`config.mk`:
```
export PLATFORM = sky130hd
export DESIGN_NAME = innings_scorekeeper
export DESIGN_NICKNAME = d
export VERILOG_FILES = /design/src/rtl/innings_scorekeeper_pkg.sv /design/src/rtl/innings_scorekeeper_team_tally.sv /design/src/rtl/innings_scorekeeper.sv
export SDC_FILE = /design/constraint.sdc
export NUM_CORES = 1
export LEC_CHECK = 0
export ABC_CLOCK_PERIOD_IN_PS = 2450
export BUFFER_PORTS_ARGS = -buffer_cell sky130_fd_sc_hd__buf_2
export CORE_MARGIN = 10
export CORE_UTILIZATION = 45
export CTS_CLUSTER_DIAMETER = 40
export DETAILED_ROUTE_END_ITERATION = 6
export GPL_TIMING_DRIVEN = 0
export PLACE_DENSITY = 0.69
export SETUP_SLACK_MARGIN = 0.02
export SKIP_LAST_GASP = 1
export SYNTH_ARGS = -nofsm -noshare
export SYNTH_HDL_FRONTEND = slang
export SYNTH_SLANG_ARGS = --single-unit
```
`constraint.sdc`:
```
create_clock -name clk_fpga -period 2.45 [get_ports clk_fpga]
set_input_delay 0.245 -clock clk_fpga [delete_from_list [all_inputs] [get_ports clk_fpga]]
set_output_delay 0.245 -clock clk_fpga [all_outputs]
set_load 0.02 [all_outputs]
```
`src/rtl/innings_scorekeeper_pkg.sv`:
```
// Shared event codes, FSM states and defaults for the innings scorekeeper.
// Decoded event bundle passed from the top level to the per-team tallies.
package innings_scorekeeper_pkg;

  localparam int MAX_BALLS_DEF   = 120;
  localparam int MAX_WICKETS_DEF = 10;
  localparam int RUN_MAX_DEF     = 255;

  localparam logic [3:0] EV_DOT    = 4'd0;
  localparam logic [3:0] EV_ONE    = 4'd1;
  localparam logic [3:0] EV_TWO    = 4'd2;
  localparam logic [3:0] EV_THREE  = 4'd3;
  localparam logic [3:0] EV_FOUR   = 4'd4;
  localparam logic [3:0] EV_SIX    = 4'd6;
  localparam logic [3:0] EV_WIDE   = 4'd8;
  localparam logic [3:0] EV_NOBALL = 4'd9;
  localparam logic [3:0] EV_WICKET = 4'd10;

  typedef enum logic [2:0] {
    S_IDLE,
    S_BAT1,
    S_BREAK,
    S_BAT2,
    S_DONE
  } state_t;

  typedef struct packed {
    logic       ok;
    logic [2:0] runs;
    logic       wkt;
    logic       ball;
  } ev_t;

  function automatic ev_t ev_decode(input logic [3:0] code);
    ev_t d;
    d = '0;
    case (code)
      EV_DOT: begin
        d.ok   = 1'b1;
        d.ball = 1'b1;
      end
      EV_ONE, EV_TWO, EV_THREE,
      EV_FOUR, EV_SIX: begin
        d.ok   = 1'b1;
        d.runs = code[2:0];
        d.ball = 1'b1;
      end
      EV_WIDE, EV_NOBALL: begin
        d.ok   = 1'b1;
        d.runs = 3'd1;
      end
      EV_WICKET: begin
        d.ok   = 1'b1;
        d.wkt  = 1'b1;
        d.ball = 1'b1;
      end
      default: d = '0;
    endcase
    return d;
  endfunction

endpackage

```
`src/rtl/innings_scorekeeper_team_tally.sv`:
```
// One team's runs/wickets/balls with saturating increments.
// Load port restores an undo snapshot; en applies one decoded event.
module innings_scorekeeper_team_tally #(
  parameter int MAX_BALLS   = 120,
  parameter int MAX_WICKETS = 10,
  parameter int RUN_MAX     = 255
) (
  input  logic       clk_fpga,
  input  logic       reset_n,
  input  logic       en,
  input  logic [2:0] add_runs,
  input  logic       add_wkt,
  input  logic       add_ball,
  input  logic       load,
  input  logic [7:0] ld_runs,
  input  logic [3:0] ld_wkts,
  input  logic [6:0] ld_balls,
  output logic [7:0] runs,
  output logic [3:0] wkts,
  output logic [6:0] balls,
  output logic [3:0] wkts_nxt,
  output logic [6:0] balls_nxt
);

  logic [8:0] run_sum;
  logic [7:0] runs_nxt;

  // Post-event values, clamped at their limits
  always_comb begin
    run_sum  = {1'b0, runs} + {6'd0, add_runs};
    runs_nxt = (run_sum > 9'(RUN_MAX)) ? 8'(RUN_MAX)
                                       : run_sum[7:0];
    wkts_nxt = wkts;
    if (add_wkt && wkts != 4'(MAX_WICKETS))
      wkts_nxt = wkts + 4'd1;
    balls_nxt = balls;
    if (add_ball && balls != 7'(MAX_BALLS))
      balls_nxt = balls + 7'd1;
  end

  // Counter registers: undo load beats event update
  always_ff @(posedge clk_fpga or negedge reset_n) begin
    if (!reset_n) begin
      runs  <= '0;
      wkts  <= '0;
      balls <= '0;
    end else if (load) begin
      runs  <= ld_runs;
      wkts  <= ld_wkts;
      balls <= ld_balls;
    end else if (en) begin
      runs  <= runs_nxt;
      wkts  <= wkts_nxt;
      balls <= balls_nxt;
    end
  end

endmodule

```
`src/rtl/innings_scorekeeper.sv`:
```
// Innings sequencing, event decode and output muxing for two teams.
// Optional one-deep undo enabled by defining UNDO_ENABLE_EN.
module innings_scorekeeper
  import innings_scorekeeper_pkg::*;
#(
  parameter int MAX_BALLS   = MAX_BALLS_DEF,
  parameter int MAX_WICKETS = MAX_WICKETS_DEF,
  parameter int RUN_MAX     = RUN_MAX_DEF
) (
  input  logic        clk_fpga,
  input  logic        reset_n,
  input  logic        start,
  input  logic        next_innings,
  input  logic        event_valid,
  input  logic [3:0]  event_code,
  input  logic        undo,
  output logic        event_ready,
  output logic [11:0] team1Data,
  output logic [11:0] team2Data,
  output logic [6:0]  team1Balls,
  output logic [6:0]  team2Balls,
  output logic [3:0]  wickets,
  output logic [15:0] balls,
  output logic        batting_team,
  output logic        undo_avail
);

  state_t state, state_nxt;
  ev_t    ev;

  logic       accept, inn_end, undo_eff;
  logic       en1, en2, ld1, ld2;
  logic [7:0] r1, r2, bat_r;
  logic [3:0] w1, w2, w1n, w2n, bat_w, bat_wn;
  logic [6:0] b1, b2, b1n, b2n, bat_b, bat_bn;

  logic [7:0] ld_runs;
  logic [3:0] ld_wkts;
  logic [6:0] ld_balls;
  state_t     snap_state;

  assign ev = ev_decode(event_code);

  assign accept = event_valid & event_ready
                & ev.ok & ~undo_eff;

  assign bat_r  = batting_team ? r2  : r1;
  assign bat_w  = batting_team ? w2  : w1;
  assign bat_b  = batting_team ? b2  : b1;
  assign bat_wn = batting_team ? w2n : w1n;
  assign bat_bn = batting_team ? b2n : b1n;

  assign inn_end = accept
                 & ((bat_wn == 4'(MAX_WICKETS))
                  | (bat_bn == 7'(MAX_BALLS)));

  assign en1 = accept & (state == S_BAT1);
  assign en2 = accept & (state == S_BAT2);
  assign ld1 = undo_eff & (snap_state == S_BAT1);
  assign ld2 = undo_eff & (snap_state == S_BAT2);

`ifdef UNDO_ENABLE_EN
  logic snap_valid;

  assign undo_eff   = undo & snap_valid
                    & ~((state == S_BREAK) & next_innings);
  assign undo_avail = snap_valid;

  // One-deep snapshot of the batting team before each accepted event
  always_ff @(posedge clk_fpga or negedge reset_n) begin
    if (!reset_n) begin
      snap_valid <= 1'b0;
      snap_state <= S_IDLE;
      ld_runs    <= '0;
      ld_wkts    <= '0;
      ld_balls   <= '0;
    end else if ((state == S_BREAK) && next_innings) begin
      snap_valid <= 1'b0;
    end else if (undo_eff) begin
      snap_valid <= 1'b0;
    end else if (accept) begin
      snap_valid <= 1'b1;
      snap_state <= state;
      ld_runs    <= bat_r;
      ld_wkts    <= bat_w;
      ld_balls   <= bat_b;
    end
  end
`else
  logic unused_undo;

  assign unused_undo = ^{undo, bat_r, bat_w};
  assign undo_eff    = 1'b0;
  assign undo_avail  = 1'b0;
  assign snap_state  = S_IDLE;
  assign ld_runs     = '0;
  assign ld_wkts     = '0;
  assign ld_balls    = '0;
`endif

  innings_scorekeeper_team_tally #(
    .MAX_BALLS   (MAX_BALLS),
    .MAX_WICKETS (MAX_WICKETS),
    .RUN_MAX     (RUN_MAX)
  ) u_tally1 (
    .clk_fpga  (clk_fpga),
    .reset_n   (reset_n),
    .en        (en1),
    .add_runs  (ev.runs),
    .add_wkt   (ev.wkt),
    .add_ball  (ev.ball),
    .load      (ld1),
    .ld_runs   (ld_runs),
    .ld_wkts   (ld_wkts),
    .ld_balls  (ld_balls),
    .runs      (r1),
    .wkts      (w1),
    .balls     (b1),
    .wkts_nxt  (w1n),
    .balls_nxt (b1n)
  );

  innings_scorekeeper_team_tally #(
    .MAX_BALLS   (MAX_BALLS),
    .MAX_WICKETS (MAX_WICKETS),
    .RUN_MAX     (RUN_MAX)
  ) u_tally2 (
    .clk_fpga  (clk_fpga),
    .reset_n   (reset_n),
    .en        (en2),
    .add_runs  (ev.runs),
    .add_wkt   (ev.wkt),
    .add_ball  (ev.ball),
    .load      (ld2),
    .ld_runs   (ld_runs),
    .ld_wkts   (ld_wkts),
    .ld_balls  (ld_balls),
    .runs      (r2),
    .wkts      (w2),
    .balls     (b2),
    .wkts_nxt  (w2n),
    .balls_nxt (b2n)
  );

  // State register
  always_ff @(posedge clk_fpga or negedge reset_n) begin
    if (!reset_n) state <= S_IDLE;
    else          state <= state_nxt;
  end

  // Next state: undo rewinds to the snapshot state
  always_comb begin
    state_nxt = state;
    if (undo_eff) begin
      state_nxt = snap_state;
    end else begin
      case (state)
        S_IDLE:  if (start)        state_nxt = S_BAT1;
        S_BAT1:  if (inn_end)      state_nxt = S_BREAK;
        S_BREAK: if (next_innings) state_nxt = S_BAT2;
        S_BAT2:  if (inn_end)      state_nxt = S_DONE;
        S_DONE:  state_nxt = S_DONE;
        default: state_nxt = S_IDLE;
      endcase
    end
  end

  // Moore outputs from the current state
  always_comb begin
    event_ready  = (state == S_BAT1) | (state == S_BAT2);
    batting_team = (state == S_BAT2) | (state == S_DONE);
  end

  assign team1Data  = {r1, w1};
  assign team2Data  = {r2, w2};
  assign team1Balls = b1;
  assign team2Balls = b2;
  assign wickets    = bat_w;
  assign balls      = {9'd0, bat_b};

endmodule
```
After elaboration in Yosys (flattened, before gate mapping):

Index checks and enable logic that the tools add are counted.

* shift-type cells: 0
* mux-type cells: 19
* add/subtract/negate cells: 6
* multipliers: 0
* divide/modulo/power cells: 0
* reduce and logical (&&, ||, !) cells: 11
* equality and inequality tests: 22
* bitwise gates (word level): 8
* order comparisons: 2

Operator list (number)
* $mux 7: 4
* $add 8x3->9: 2
* $gt 9x8->1 const B: 2
* $eq 4x4->1 const B: 4
* $mux 4: 4
* $mux 8: 2
* $pmux 3 s5: 1
* $add 7x1->7 const B: 2
* $ne 7x7->1 const B: 2
* $mux 3: 4
* $reduce_or 9->1: 1
* $add 4x1->4 const B: 2
* $eq 4x2->1 const B: 2
* $eq 4x3->1 const B: 2
* $ne 2x2->1 const B: 4
* $ne 4x4->1 const B: 2
* $eq 7x7->1 const B: 1
* $reduce_or 7->1: 1
* $eq 3x2->1 const B: 2
* $pmux 3 s2: 1
* $and 1x1->1: 5
* $reduce_or 5->1: 1
* $eq 4x1->1 const B: 1
* $logic_and 1x1->1: 4
* other kinds (8): 12

* input port bits: 10
* bits in latches: 0
* flip-flop bits (word level): 41
* logic and storage cells: 75
* bits in read-only memories: 0
* memories: 0
* output and inout bits: 61
* RAM bits: 0

Logic depth before layout (Yosys ltp):

Gate-level depths: netlist of run 1.

* word-level depth: 11
* gate-level depth with buffers: 11

Cells and area by module:

A second synthesis of run 1 with hierarchy kept.

* cell total of the unflattened synthesis: 390
* area, all modules: 3301.9 sq um

Modules (own cells, without submodules)
* innings_scorekeeper_team_tally: instances 2, area an instance 1366.3 sq um, seq. area each 475.5 sq um, cells each 163
* innings_scorekeeper: instances 1, area an instance 569.3 sq um, seq. area each 75.1 sq um, cells each 64

Worst setup path after synthesis of run 1:

Ideal clock, no wire load.

* path kind: register to register
* start point: reg u_tally2.balls[0]
* end point: reg state[1]
* library setup time: 125 ps
* stages on the path, launching flop included: 10
* arrival: 2139 ps
* setup slack: 186 ps
* buffers on the path: 0
* path through: dfrtp_1 > inv_1 > ha_1 > nand2_1 > nor3_4 > o31a_1 > o221ai_1 > o311ai_1 > and3_1 > mux2_4

* longest elaborated chain between the ends: 9
* elaborated cells on any way between the ends: 11
* classes of those cells: add/sub: 1; eq/ne: 4; mux: 2; bitwise: 2; reduce/logical: 2

RTL lines
* from (decl): line innings_scorekeeper_team_tally.sv:20 `output logic [6:0] balls,`
* from (signal assigned): line innings_scorekeeper_team_tally.sv:50 `balls <= ld_balls;`
* from (signal assigned): line innings_scorekeeper_team_tally.sv:54 `balls <= balls_nxt;`
* branches (longest 2 deep; another with $add 7x1->7)
* $mux 7 (*): line innings_scorekeeper_team_tally.sv:37 `if (add_ball && balls != 7'(MAX_BALLS))`
* $mux 7 (*): line innings_scorekeeper.sv:51 `assign bat_bn = batting_team ? b2n : b1n;`
* $eq 7x7->1 (*): line innings_scorekeeper.sv:55 `| (bat_bn == 7'(MAX_BALLS)));`
* $or 1x1->1 (*): line innings_scorekeeper.sv:55
* $and 1x1->1 (*): line innings_scorekeeper.sv:54 `& ((bat_wn == 4'(MAX_WICKETS))`
* $ne 2x2->1 (no source line)
* $reduce_and 4->1 (no source line) (*)
* to (signal assigned): line innings_scorekeeper.sv:148 `else state <= state_nxt;`
* to (decl): line innings_scorekeeper.sv:28 `state_t state, state_nxt;`

Every way passes the cells marked *.
A chain may end at the register's enable or synchronous reset.

Worst setup path after layout of run 1:

* start point: reg u_tally2.balls[1]
* end point: reg state[1]

Same word-level chain as after synthesis.

==> out/results.ini, run 1 <==
[routing]
total_wirelength_um = 6830
drcViolationCount = 0
highest_metal_used = met4
met2RoutedLength_um = 3090
met3_wirelength_um = 505
vias_per_cell = 5.32
avgRoutedWirePerCell_um = 15.1
drtAntennaViolNets = 0
drt-pass1-iter-count = 4
route.layer.met1.wl_um = 3160
number_of_violations_reported_at_the_end_of_detailed_routing_iteration_0 = 64
routed-via-count = 2403

[yosys]
yosys.area.top_type = sky130_fd_sc_hd__dfrtp_1
yosys_synthesis_warning_count = 0
synth_edf_count = 0
proportion_of_register_bits_with_asynchronous_set_or_reset_after_synthesis_pct = 100
yosysTopAreaCellShare_pct = 36.7
commonest_cells_post_synth = 41 x sky130_fd_sc_hd__dfrtp_1, 32 x sky130_fd_sc_hd__nand2_1, 16 x sky130_fd_sc_hd__inv_1, 16 x sky130_fd_sc_hd__xnor2_1, 15 x sky130_fd_sc_hd__a21oi_1
mean_instance_size_in_the_synthesized_netlist_um2 = 9.38
post-synth-top-count-cell = sky130_fd_sc_hd__dfrtp_1
ys_seq_elements = 41
postSynthCellCount = 298
yosysSeqAreaShare_pct = 36.7
netlist_area_um2 = 2800
post_synth_main_area_contributors = sky130_fd_sc_hd__dfrtp_1 37%, sky130_fd_sc_hd__ha_1 6.3%, sky130_fd_sc_hd__xnor2_1 5.0%
yosys_most_used_dff = sky130_fd_sc_hd__dfrtp_1
yosys.cell_types.count = 62

[setup_path]
timing.critical_path.arrival_ns = 2.52
worst-endpoint-required_ns = 2.62
worst_path_largest_cell_delay_ns = 0.39
critical_path_s_slowest_cell = sky130_fd_sc_hd__dfrtp_1
path_class = reg2reg
crit_path_end_kind = register
worst_setup_path_start_kind = register
worstPathBufferInverterCount = 2
cp_top_family = simple AND/OR/NAND/NOR gates
crit_path_cell_trace = inv_1, ha_1, nand2_1, nor3_4, buf_4, nor4_2, o221ai_1, o311ai_2, and3_4, mux2_4
worstPathMaxFanout = 4

[clock_tree]
insertion_delay_ns = 0.30
maximum_level_of_the_cts_h_tree = 2
clock-sinks = 41
holdBufCountCts = 0
cts_buffers = 5
clock_tree_from_tritoncts = done
cts-root-buf = sky130_fd_sc_hd__clkbuf_8
clk_path_buf_depth = 2
cts.reportedPaths.clkPinSlew_ns = 0.09

[sta]
worst_slack_setup_final_ns = 0.104
hold_violations = 0
rsz0062_at_grt = true
setup_violation_total_in_the_final_timing_report = 0
hold_slack_ns = 0.0841
final_report_max_slew_violation_count = 0
achievable-frequency_ghz = 0.426
timing.max_slew.rel_slack_pct = 38.2
tightest_slew_ns = 0.927
final.setup_skew_ns = 0.0153
period_needed_ns = 2.35
final.period_utilization_pct = 95.7

[grt]
globalRouteOverflowTotal = 0
grt_max_degree = 42
first_global_vias = 2457
global_route_total_usage_across_every_layer_pct = 14.1
antenna_found_initial = 0
grt_first_pass_wirelength_um = 11800

[placement]
gp_congestion = 0.837
hpwl_dp_um = 5100
portBuffers = 59
pre_cts_slack_ns = -0.179

[floorplanning]
dieArea_um2 = 9760
core_um2 = 5990
pin_count = 71
effective_utilization_at_floorplan_pct = 46.7
die_w_um = 98.8
fp.dieH_um = 98.8
row_count = 28

[cells_and_area]
post_route_cells_drive_above_1_share_pct = 30.0
finish.net_count = 402
final_util_pct = 56.3
area.growth.synth_to_final_pct = 20.6
n_antenna_cell = 0

[power_and_ir_drop]
power_per_cell_area_nw_per_um2 = 712
leakage_power_figure_nw = 1.72
power.ir.vdd_worst_mv = 0.562

[run_status]
status = completed

[run]
number_of_max_cap_violations = 0

[min_path]
hold_path_class = in2async

-- sequential cells by signal, indices dropped and copies added (netlist names) --
register        cells
u_tally1.wkts       4
state               3
u_tally1.runs       8
u_tally1.balls      7
u_tally2.wkts       4
u_tally2.runs       8
u_tally2.balls      7
-- layer usage --
metal / GRT usage [%] / up-vias
met5: 0 / -
met4: 3.42 / 0
met3: 4.82 / 7
met2: 22.2 / 67
met1: 18.2 / 1136
li1: - / 1193
-- layout by cell type, fill, tap and decap left out, types with 2 or more instances in the layout --
cell and count:
sky130_fd_sc_hd__mux2i_1 3, sky130_fd_sc_hd__inv_1 15, sky130_fd_sc_hd__dfrtp_1 40, sky130_fd_sc_hd__nand2b_1 4, sky130_fd_sc_hd__buf_4 14, sky130_fd_sc_hd__o211a_1 2, sky130_fd_sc_hd__fa_1 2, sky130_fd_sc_hd__nor2_2 3
sky130_fd_sc_hd__mux2_2 5, sky130_fd_sc_hd__nand4_1 7, sky130_fd_sc_hd__clkbuf_1 4, sky130_fd_sc_hd__nand3_1 9, sky130_fd_sc_hd__ha_1 14, sky130_fd_sc_hd__nor2_1 14, sky130_fd_sc_hd__nor4_1 4, sky130_fd_sc_hd__o21ai_0 10
sky130_fd_sc_hd__nor3_1 5, sky130_fd_sc_hd__clkinv_2 2, sky130_fd_sc_hd__buf_2 63, sky130_fd_sc_hd__nor2b_1 7, sky130_fd_sc_hd__o21a_1 2, sky130_fd_sc_hd__xnor2_1 16, sky130_fd_sc_hd__conb_1 10, sky130_fd_sc_hd__a21oi_1 15
sky130_fd_sc_hd__nand4b_1 2, sky130_fd_sc_hd__nand2_1 32, sky130_fd_sc_hd__a21o_1 5, sky130_fd_sc_hd__and3_1 6, sky130_fd_sc_hd__a31oi_1 5, sky130_fd_sc_hd__o221ai_1 2, sky130_fd_sc_hd__xor2_1 11, sky130_fd_sc_hd__clkbuf_8 5
-- where the power goes --
part | total [mW] | internal, mW | switching, mW
combinational | 1.02 | 0.384 | 0.636
clock | 0.435 | 0.198 | 0.238
sequential | 0.945 | 0.794 | 0.151
-- path summary, 6_finish.rpt --
check / startpoint / endpoint / slack, ns / cells past startpoint
max: u_tally2.balls[1]$_DFFE_PN0P_ / state[1]$_DFFE_PN0P_ / 0.10 / 10
min: reset_n / u_tally1.wkts[0]$_DFFE_PN0P_ / 0.08 / 1
max reg2reg: u_tally2.balls[1]$_DFFE_PN0P_ / state[1]$_DFFE_PN0P_ / 0.10 / 10
min reg2reg: u_tally1.runs[3]$_DFFE_PN0P_ / u_tally1.runs[3]$_DFFE_PN0P_ / 0.53 / 1
max in group asynchronous: reset_n / u_tally2.wkts[0]$_DFFE_PN0P_ / 1.74 / 1
min in group clk_fpga: next_innings / state[0]$_DFFE_PN0P_ / 0.29 / 3
-- layout make-up --
| cell class | count | area (um2) |
|---|---|---|
| buffer | 20 | 133 |
| fill | 566 | 2620 |
| clock buffer | 6 | 72.6 |
| clock inverter | 2 | 10.0 |
| sequential | 41 | 1030 |
| inverter | 16 | 60.1 |
| timing repair buffer | 62 | 318 |
| multi-input combinational | 230 | 1660 |
| tap | 75 | 93.8 |
-- through the flow --
step	std cells	area [um2]	total power, mW	TNS, ns
global route	452	3370	2.59	-0.0973
detailed placement	441	3220	1.97	-0.544
global placement	441	3220	1.95	-0.292
CTS	452	3340	2.42	0
finish	452	3370	2.40	0
floorplan	307	2830	1.65	0
-- worst register-to-register path, delay by kind of cell (launching register included) --
family	cells	cell delay, ns
simple gates	4	0.57
compound gates	2	0.51
flops	1	0.39
mux	1	0.29
buf+inv	2	0.26
fa+ha+maj	1	0.20
-- cell families (layout without fill, tap and decap cells) --
group / count (synthesis) / count (layout) / share of synthesized area (%)
buf+inv: 36 / 106 / 6.54
mux: 10 / 10 / 4.03
fa+ha+maj: 16 / 16 / 7.70
simple gates: 108 / 108 / 21.8
xor+xnor: 27 / 27 / 8.46
compound gates: 59 / 59 / 14.6
flops: 41 / 41 / 36.7
other cells: 1 / 10 / 0.134
-- what timing repair did --
action | CTS | global route
setup buffers | 3 | 0
endpoints found under the setup margin | 12 | 10
cloned | 0 | 0
gates resized for setup | 4 | 9
pin swaps | 3 | 2
endpoints found under the hold margin | 0 | 0
Power figures use the tool's default switching activity.
==> inputs of run 2 (changes only) <==
--- a/config.mk
+++ b/config.mk
@@ -9,12 +9,14 @@
 export BUFFER_PORTS_ARGS = -buffer_cell sky130_fd_sc_hd__buf_2
 export CORE_MARGIN = 10
 export CORE_UTILIZATION = 45
+export CTS_BUF_LIST = sky130_fd_sc_hd__clkbuf_2 sky130_fd_sc_hd__clkbuf_4 sky130_fd_sc_hd__clkbuf_8
 export CTS_CLUSTER_DIAMETER = 40
 export DETAILED_ROUTE_END_ITERATION = 6
 export GPL_TIMING_DRIVEN = 0
-export PLACE_DENSITY = 0.69
+export PLACE_DENSITY = 0.68
 export SETUP_SLACK_MARGIN = 0.02
 export SKIP_LAST_GASP = 1
 export SYNTH_ARGS = -nofsm -noshare
 export SYNTH_HDL_FRONTEND = slang
+export SYNTH_HIERARCHICAL = 1
 export SYNTH_SLANG_ARGS = --single-unit
==> run 2 against run 1 <==
Against the previous run: final cell count up 34%; combinational power up 11%; die area up 14%; clock power up 26%; critical path depth down 1; utilization up 0.19 points; critical path type is now in2reg.
==> out/results.ini, run 2 <==
[placement]
gp_congestion = 0.841
pre_cts_slack_ns = -0.415
hpwl_dp_um = 6680
postPlaceCellArea_um2 = 3920
place.detailed.instances = 599
portBuffers = 57

[setup_path]
worst_setup_path_start_kind = input pin
worst-endpoint-required_ns = 2.63
crit_path_end_kind = register
timing.critical_path.arrival_ns = 2.44
crit_path_cell_trace = buf_2, mux2i_1, nor2_1, ha_1, fa_1, a21oi_1, nor3_1, a211o_1, o21a_1
worst_path_largest_cell_delay_ns = 0.41
worst-r2r-cell-count = 10
path_class = in2reg
critical_path_s_slowest_cell = sky130_fd_sc_hd__fa_1
worstPathMaxFanout = 8

[sta]
setup_violation_total_in_the_final_timing_report = 0
worst_slack_setup_final_ns = 0.191
hold_violations = 0
timing.max_slew.rel_slack_pct = 33.4
final_report_max_slew_violation_count = 0
final.setup_skew_ns = 0.00882
final.period_utilization_pct = 92.2
tightest_slew_ns = 0.998
period_needed_ns = 2.26
achievable-frequency_ghz = 0.443
rsz0062_at_grt = true

[yosys]
commonest_cells_post_synth = 59 x sky130_fd_sc_hd__nand2_1, 41 x sky130_fd_sc_hd__dfrtp_1, 34 x sky130_fd_sc_hd__o21ai_0
post_synth_main_area_contributors = sky130_fd_sc_hd__dfrtp_1 31%, sky130_fd_sc_hd__nand2_1 6.7%, sky130_fd_sc_hd__xnor2_1 6.4%
netlist_area_um2 = 3300
postSynthCellCount = 390
yosys_most_used_dff = sky130_fd_sc_hd__dfrtp_1
synth_edf_count = 0
yosysSeqAreaShare_pct = 31.1
mean_instance_size_in_the_synthesized_netlist_um2 = 8.47
proportion_of_register_bits_with_asynchronous_set_or_reset_after_synthesis_pct = 100
yosys.cell_types.count = 48
post-synth-top-count-cell = sky130_fd_sc_hd__nand2_1
yosys_synthesis_warning_count = 6
ys_seq_elements = 41
yosysTopAreaCellShare_pct = 31.1
yosys.area.top_type = sky130_fd_sc_hd__dfrtp_1

[grt]
grt_max_degree = 42
globalRouteOverflowTotal = 0
first_global_vias = 3051
antenna_found_initial = 0
global_route_total_usage_across_every_layer_pct = 15.6
grt_first_pass_wirelength_um = 14500

[routing]
drtAntennaViolNets = 0
drt-pass1-iter-count = 4
total_wirelength_um = 8830
number_of_violations_reported_at_the_end_of_detailed_routing_iteration_0 = 73
drcViolationCount = 0
routed-via-count = 3038
avgRoutedWirePerCell_um = 14.6
vias_per_cell = 5.01

[floorplanning]
pin_count = 71
die_w_um = 106
core_um2 = 7180
fp.dieH_um = 106
row_count = 31
dieArea_um2 = 11200
effective_utilization_at_floorplan_pct = 46.0

[cells_and_area]
finish.instance_area_um2 = 4050
largestRegisters = u_tally1/runs x8, u_tally2/runs x8
leading_cell_types_in_the_layout_fill_and_taps_excluded = 60 x sky130_fd_sc_hd__buf_2, 59 x sky130_fd_sc_hd__nand2_1, 54 x sky130_fd_sc_hd__conb_1
fillers = 687
finish.net_count = 533
n_antenna_cell = 0
finalNonFillerCells = 606
area.growth.synth_to_final_pct = 22.7
layout.cells.most_common = sky130_fd_sc_hd__buf_2
post_route_cells_drive_above_1_share_pct = 22.5

[clock_tree]
clock_tree_from_tritoncts = done
cts_buffers = 5
cts-root-buf = sky130_fd_sc_hd__clkbuf_8
clk_path_buf_depth = 2
maximum_level_of_the_cts_h_tree = 2
insertion_delay_ns = 0.30
holdBufCountCts = 0
post-cts-setup-buffers = 0
clock-sinks = 41
cts.reportedPaths.clkPinSlew_ns = 0.09

[power_and_ir_drop]
power_per_cell_area_nw_per_um2 = 639
leakage_power_figure_nw = 1.82
power.ir.vdd_worst_mv = 0.382

[run]
number_of_max_cap_violations = 0

[run_status]
status = completed

[min_path]
hold_path_class = in2async

-- run 2: layout make-up --
class                   count  area (um2)  share of cell area [%]
flip-flops and latches     41        1030                    25.3
inverters                  21        78.8                    1.95
clock inverters             2        35.0                   0.864
clock buffers               5        68.8                    1.70
multi-input cells         356        2280                    56.2
well taps                  99         124                    3.06
repair buffers             57         285                    7.04
plain buffers              25         155                    3.83
-- run 2: worst paths after layout --
kind | start | endpoint | slack (ns)
worst max register to register | u_tally2/wkts[0]$_DFFE_PN0P_ | state[1]$_DFFE_PN0P_ | 0.23
worst min register to register | state[2]$_DFFE_PN0P_ | state[0]$_DFFE_PN0P_ | 0.56
max in group asynchronous | reset_n | u_tally2/balls[0]$_DFFE_PN0P_ | 1.65
min in group clk_fpga | event_valid | state[2]$_DFFE_PN0P_ | 0.35
worst max-delay path | event_code[3] | u_tally1/runs[1]$_DFFE_PN0P_ | 0.19
worst min-delay path | reset_n | u_tally1/runs[5]$_DFFE_PN0P_ | 0.11
-- run 2: timing repair --
item,4_1_cts,5_1_grt
setup endpoints to repair,2,14
pin swaps,0,0
gates resized for setup,1,10
-- run 2: worst max-delay path, delay by kind of cell --
family | cells | cell delay [ns]
compound gates | 3 | 0.92
fa+ha+maj | 2 | 0.65
buf+inv | 1 | 0.20
mux | 1 | 0.21
simple gates | 2 | 0.21
-- run 2: power breakdown --
| group | leakage, nW | switching, mW | total (mW) | internal [mW] |
|---|---|---|---|---|
| clock network | 0.0540 | 0.249 | 0.546 | 0.297 |
| registers | 0.490 | 0.149 | 0.912 | 0.764 |
| logic | 1.27 | 0.677 | 1.13 | 0.453 |
-- run 2: cell families after synthesis --
logic type                 share of synthesized area [%]
other                                              0.114
DFF                                                 31.1
and+or+nand+nor                                     21.6
buffers and inverters                               7.05
xor gates and xnor gates                            9.55
adders and majority gates                           6.52
muxes                                               7.01
AOI/OAI and AO/OA                                   17.1
-- run 2: metrics by stage --
stage	utilization [%]	hold slack [ns]	power (mW)	setup TNS [ns]
floorplan	-	-0.0506	1.70	0
finish	56.5	0.111	2.59	0
global route	56.5	0.190	2.76	-0.0185
global placement	54.6	0.467	2.01	-1.35
detailed placement	54.6	0.484	2.04	-2.20
CTS	56.1	0.152	2.60	0
-- run 2: metal layers --
metal | vias to the layer above | track usage, % | part of all wire, %
li1 | 1549 | - | -
met1 | 1407 | 19.0 | 45
met2 | 75 | 26.4 | 47
met3 | 7 | 4.14 | 7.1
met4 | 0 | 4.45 | 1.1
met5 | - | 0 | 0
==> inputs of run 3 (changes only) <==
--- a/config.mk
+++ b/config.mk
@@ -13,7 +13,7 @@
 export CTS_CLUSTER_DIAMETER = 40
 export DETAILED_ROUTE_END_ITERATION = 6
 export GPL_TIMING_DRIVEN = 0
-export PLACE_DENSITY = 0.68
+export PLACE_DENSITY = 0.76
 export SETUP_SLACK_MARGIN = 0.02
 export SKIP_LAST_GASP = 1
 export SYNTH_ARGS = -nofsm -noshare
==> run 3 against run 2 <==
Against the previous run: clock skew shrank 0.0061 ns; largest cell class unchanged; utilization shrank 0.31 points; fmax shrank 3.1%; die area is the same.
==> out/results.ini, run 3 (synthesis results as in run 2) <==
[clock_tree]
holdBufCountCts = 0
cts-root-buf = sky130_fd_sc_hd__clkbuf_8
clock-sinks = 41
post-cts-setup-buffers = 0
clock_tree_from_tritoncts = done
clk_path_buf_depth = 2
insertion_delay_ns = 0.29
cts_buffers = 5
maximum_level_of_the_cts_h_tree = 2
cts.reportedPaths.clkPinSlew_ns = 0.08

[cells_and_area]
fillers = 673
post_route_cells_drive_above_1_share_pct = 21.9
finish.net_count = 533
largestRegisters = u_tally1/runs x8, u_tally2/runs x8
final_util_pct = 56.2
leading_cell_types_in_the_layout_fill_and_taps_excluded = 60 x sky130_fd_sc_hd__buf_2, 59 x sky130_fd_sc_hd__nand2_1, 54 x sky130_fd_sc_hd__conb_1
finalNonFillerCells = 606
area.growth.synth_to_final_pct = 22.1
layout.cells.most_common = sky130_fd_sc_hd__buf_2
finish.instance_area_um2 = 4030
n_antenna_cell = 0

[grt]
first_global_vias = 3048
antenna_found_initial = 0
grt_max_degree = 42
globalRouteOverflowTotal = 0
global_route_total_usage_across_every_layer_pct = 15.5
grt_first_pass_wirelength_um = 14600

[placement]
place.detailed.instances = 599
hpwl_dp_um = 6800
postPlaceCellArea_um2 = 3920
portBuffers = 57
gp_congestion = 0.831
pre_cts_slack_ns = -0.381

[floorplanning]
pin_count = 71
row_count = 31
core_um2 = 7180
die_w_um = 106
effective_utilization_at_floorplan_pct = 46.0
fp.dieH_um = 106
dieArea_um2 = 11200

[setup_path]
crit_top_cell = sky130_fd_sc_hd__nand2_1
crit_path_cell_trace = nor2b_1, nand2_1, nor2_1, nand2_1, a21oi_2, mux2_1, mux2_2
critical_path_s_slowest_cell = sky130_fd_sc_hd__dfrtp_1
crit_cells = 7
crit_path_end_kind = register
path_class = reg2reg
worst_setup_path_start_kind = register
worst-r2r-cell-count = 7
worstPathMaxFanout = 7
cp_top_family = simple AND/OR/NAND/NOR gates
worstPathBufferInverterCount = 0
worst-endpoint-required_ns = 2.63
worst_path_largest_cell_delay_ns = 0.49
timing.critical_path.arrival_ns = 2.51

[sta]
final.period_utilization_pct = 95.1
hold_violations = 0
setup_total_negative_slack_ns = 0
worst_slack_setup_final_ns = 0.119
final_report_max_slew_violation_count = 0
achievable-frequency_ghz = 0.429
tightest_slew_ns = 0.960
period_needed_ns = 2.33
timing.max_slew.rel_slack_pct = 36.0
final.setup_skew_ns = 0.00272
rsz0062_at_grt = true
setup_violation_total_in_the_final_timing_report = 0
hold_slack_ns = 0.104

[power_and_ir_drop]
leakage_power_figure_nw = 1.81
power_frac_seq_pct = 36.1
share_comb_of_total_power_pct = 45.2
power.ir.vdd_worst_mv = 0.283
post-layout-total-power_mw = 2.52
sw_share_pct = 42.4
power.switching_mw = 1.07
clockPowerShare_pct = 18.7
intPower_mw = 1.45
power_per_cell_area_nw_per_um2 = 625

[routing]
drcViolationCount = 0
total_wirelength_um = 8800
routed-via-count = 3059
number_of_violations_reported_at_the_end_of_detailed_routing_iteration_0 = 120
drt-pass1-iter-count = 4
drtAntennaViolNets = 0
avgRoutedWirePerCell_um = 14.5
vias_per_cell = 5.05

[run]
number_of_max_cap_violations = 0

[min_path]
hold_path_class = in2async

[run_status]
status = completed

run 3: cell types whose count changed in the layout (fill, tap and decap cells not counted), sizes merged:
cell,before,now
bufinv,1,0
clkbuf,14,16
clkinv,1,0
run 3: worst reg2reg max path, cell delays in order, from the launching register on:
cell                      delay, ns
sky130_fd_sc_hd__dfrtp_1       0.49
sky130_fd_sc_hd__nor2b_1       0.32
sky130_fd_sc_hd__nand2_1       0.08
sky130_fd_sc_hd__nor2_1        0.34
sky130_fd_sc_hd__nand2_1       0.18
sky130_fd_sc_hd__a21oi_2       0.20
sky130_fd_sc_hd__mux2_1        0.35
sky130_fd_sc_hd__mux2_2        0.26
run 3: per-layer routing:
metal  global-route usage [%]  wire length [um]  vias up  share of wire, %
met5                        0                 0        -                 0
met4                     4.55               116        0               1.3
met3                     4.38               572       10               6.5
met2                     25.1              4030       84                46
met1                     19.7              4080     1420                46
li1                         -                 -     1545                 -
run 3: final cells by class:
| type | instances | area (um2) | area share (%) |
|---|---|---|---|
| clock buffer | 7 | 90.1 | 2.24 |
| tap | 99 | 124 | 3.07 |
| buffer | 25 | 155 | 3.85 |
| sequential | 41 | 1030 | 25.5 |
| timing repair buffer | 57 | 285 | 7.08 |
| inverter | 21 | 78.8 | 1.96 |
| multi-input combinational | 356 | 2270 | 56.3 |
run 3: timing repair:
action / 4_1_cts / 5_1_grt
endpoints found under the setup margin: 2 / 7
resized for setup: 1 / 7
pin swaps: 0 / 0
run 3: worst paths after layout:
path / slack (ns) / end / start
min reg2reg: 0.56 / state[0]$_DFFE_PN0P_ / state[2]$_DFFE_PN0P_
max: 0.12 / u_tally1/balls[1]$_DFFE_PN0P_ / state[0]$_DFFE_PN0P_
max in group asynchronous: 1.76 / u_tally2/runs[5]$_DFFE_PN0P_ / reset_n
min: 0.10 / u_tally1/runs[6]$_DFFE_PN0P_ / reset_n
min in group clk_fpga: 0.36 / state[2]$_DFFE_PN0P_ / event_valid
max reg2reg: 0.12 / u_tally1/balls[1]$_DFFE_PN0P_ / state[0]$_DFFE_PN0P_
run 3: power by group through the flow:
| stage | Clock, mW | Combinational (mW) | Sequential, mW |
|---|---|---|---|
| 6_report | 0.470 | 1.14 | 0.910 |
| 5_1_grt | 0.504 | 1.25 | 0.932 |
| 4_1_cts | 0.483 | 1.13 | 0.910 |
| 3_5_place_dp | 0 | 1.12 | 0.924 |
| 3_3_place_gp | 0 | 1.09 | 0.916 |
| 2_1_floorplan | 0 | 0.724 | 0.979 |
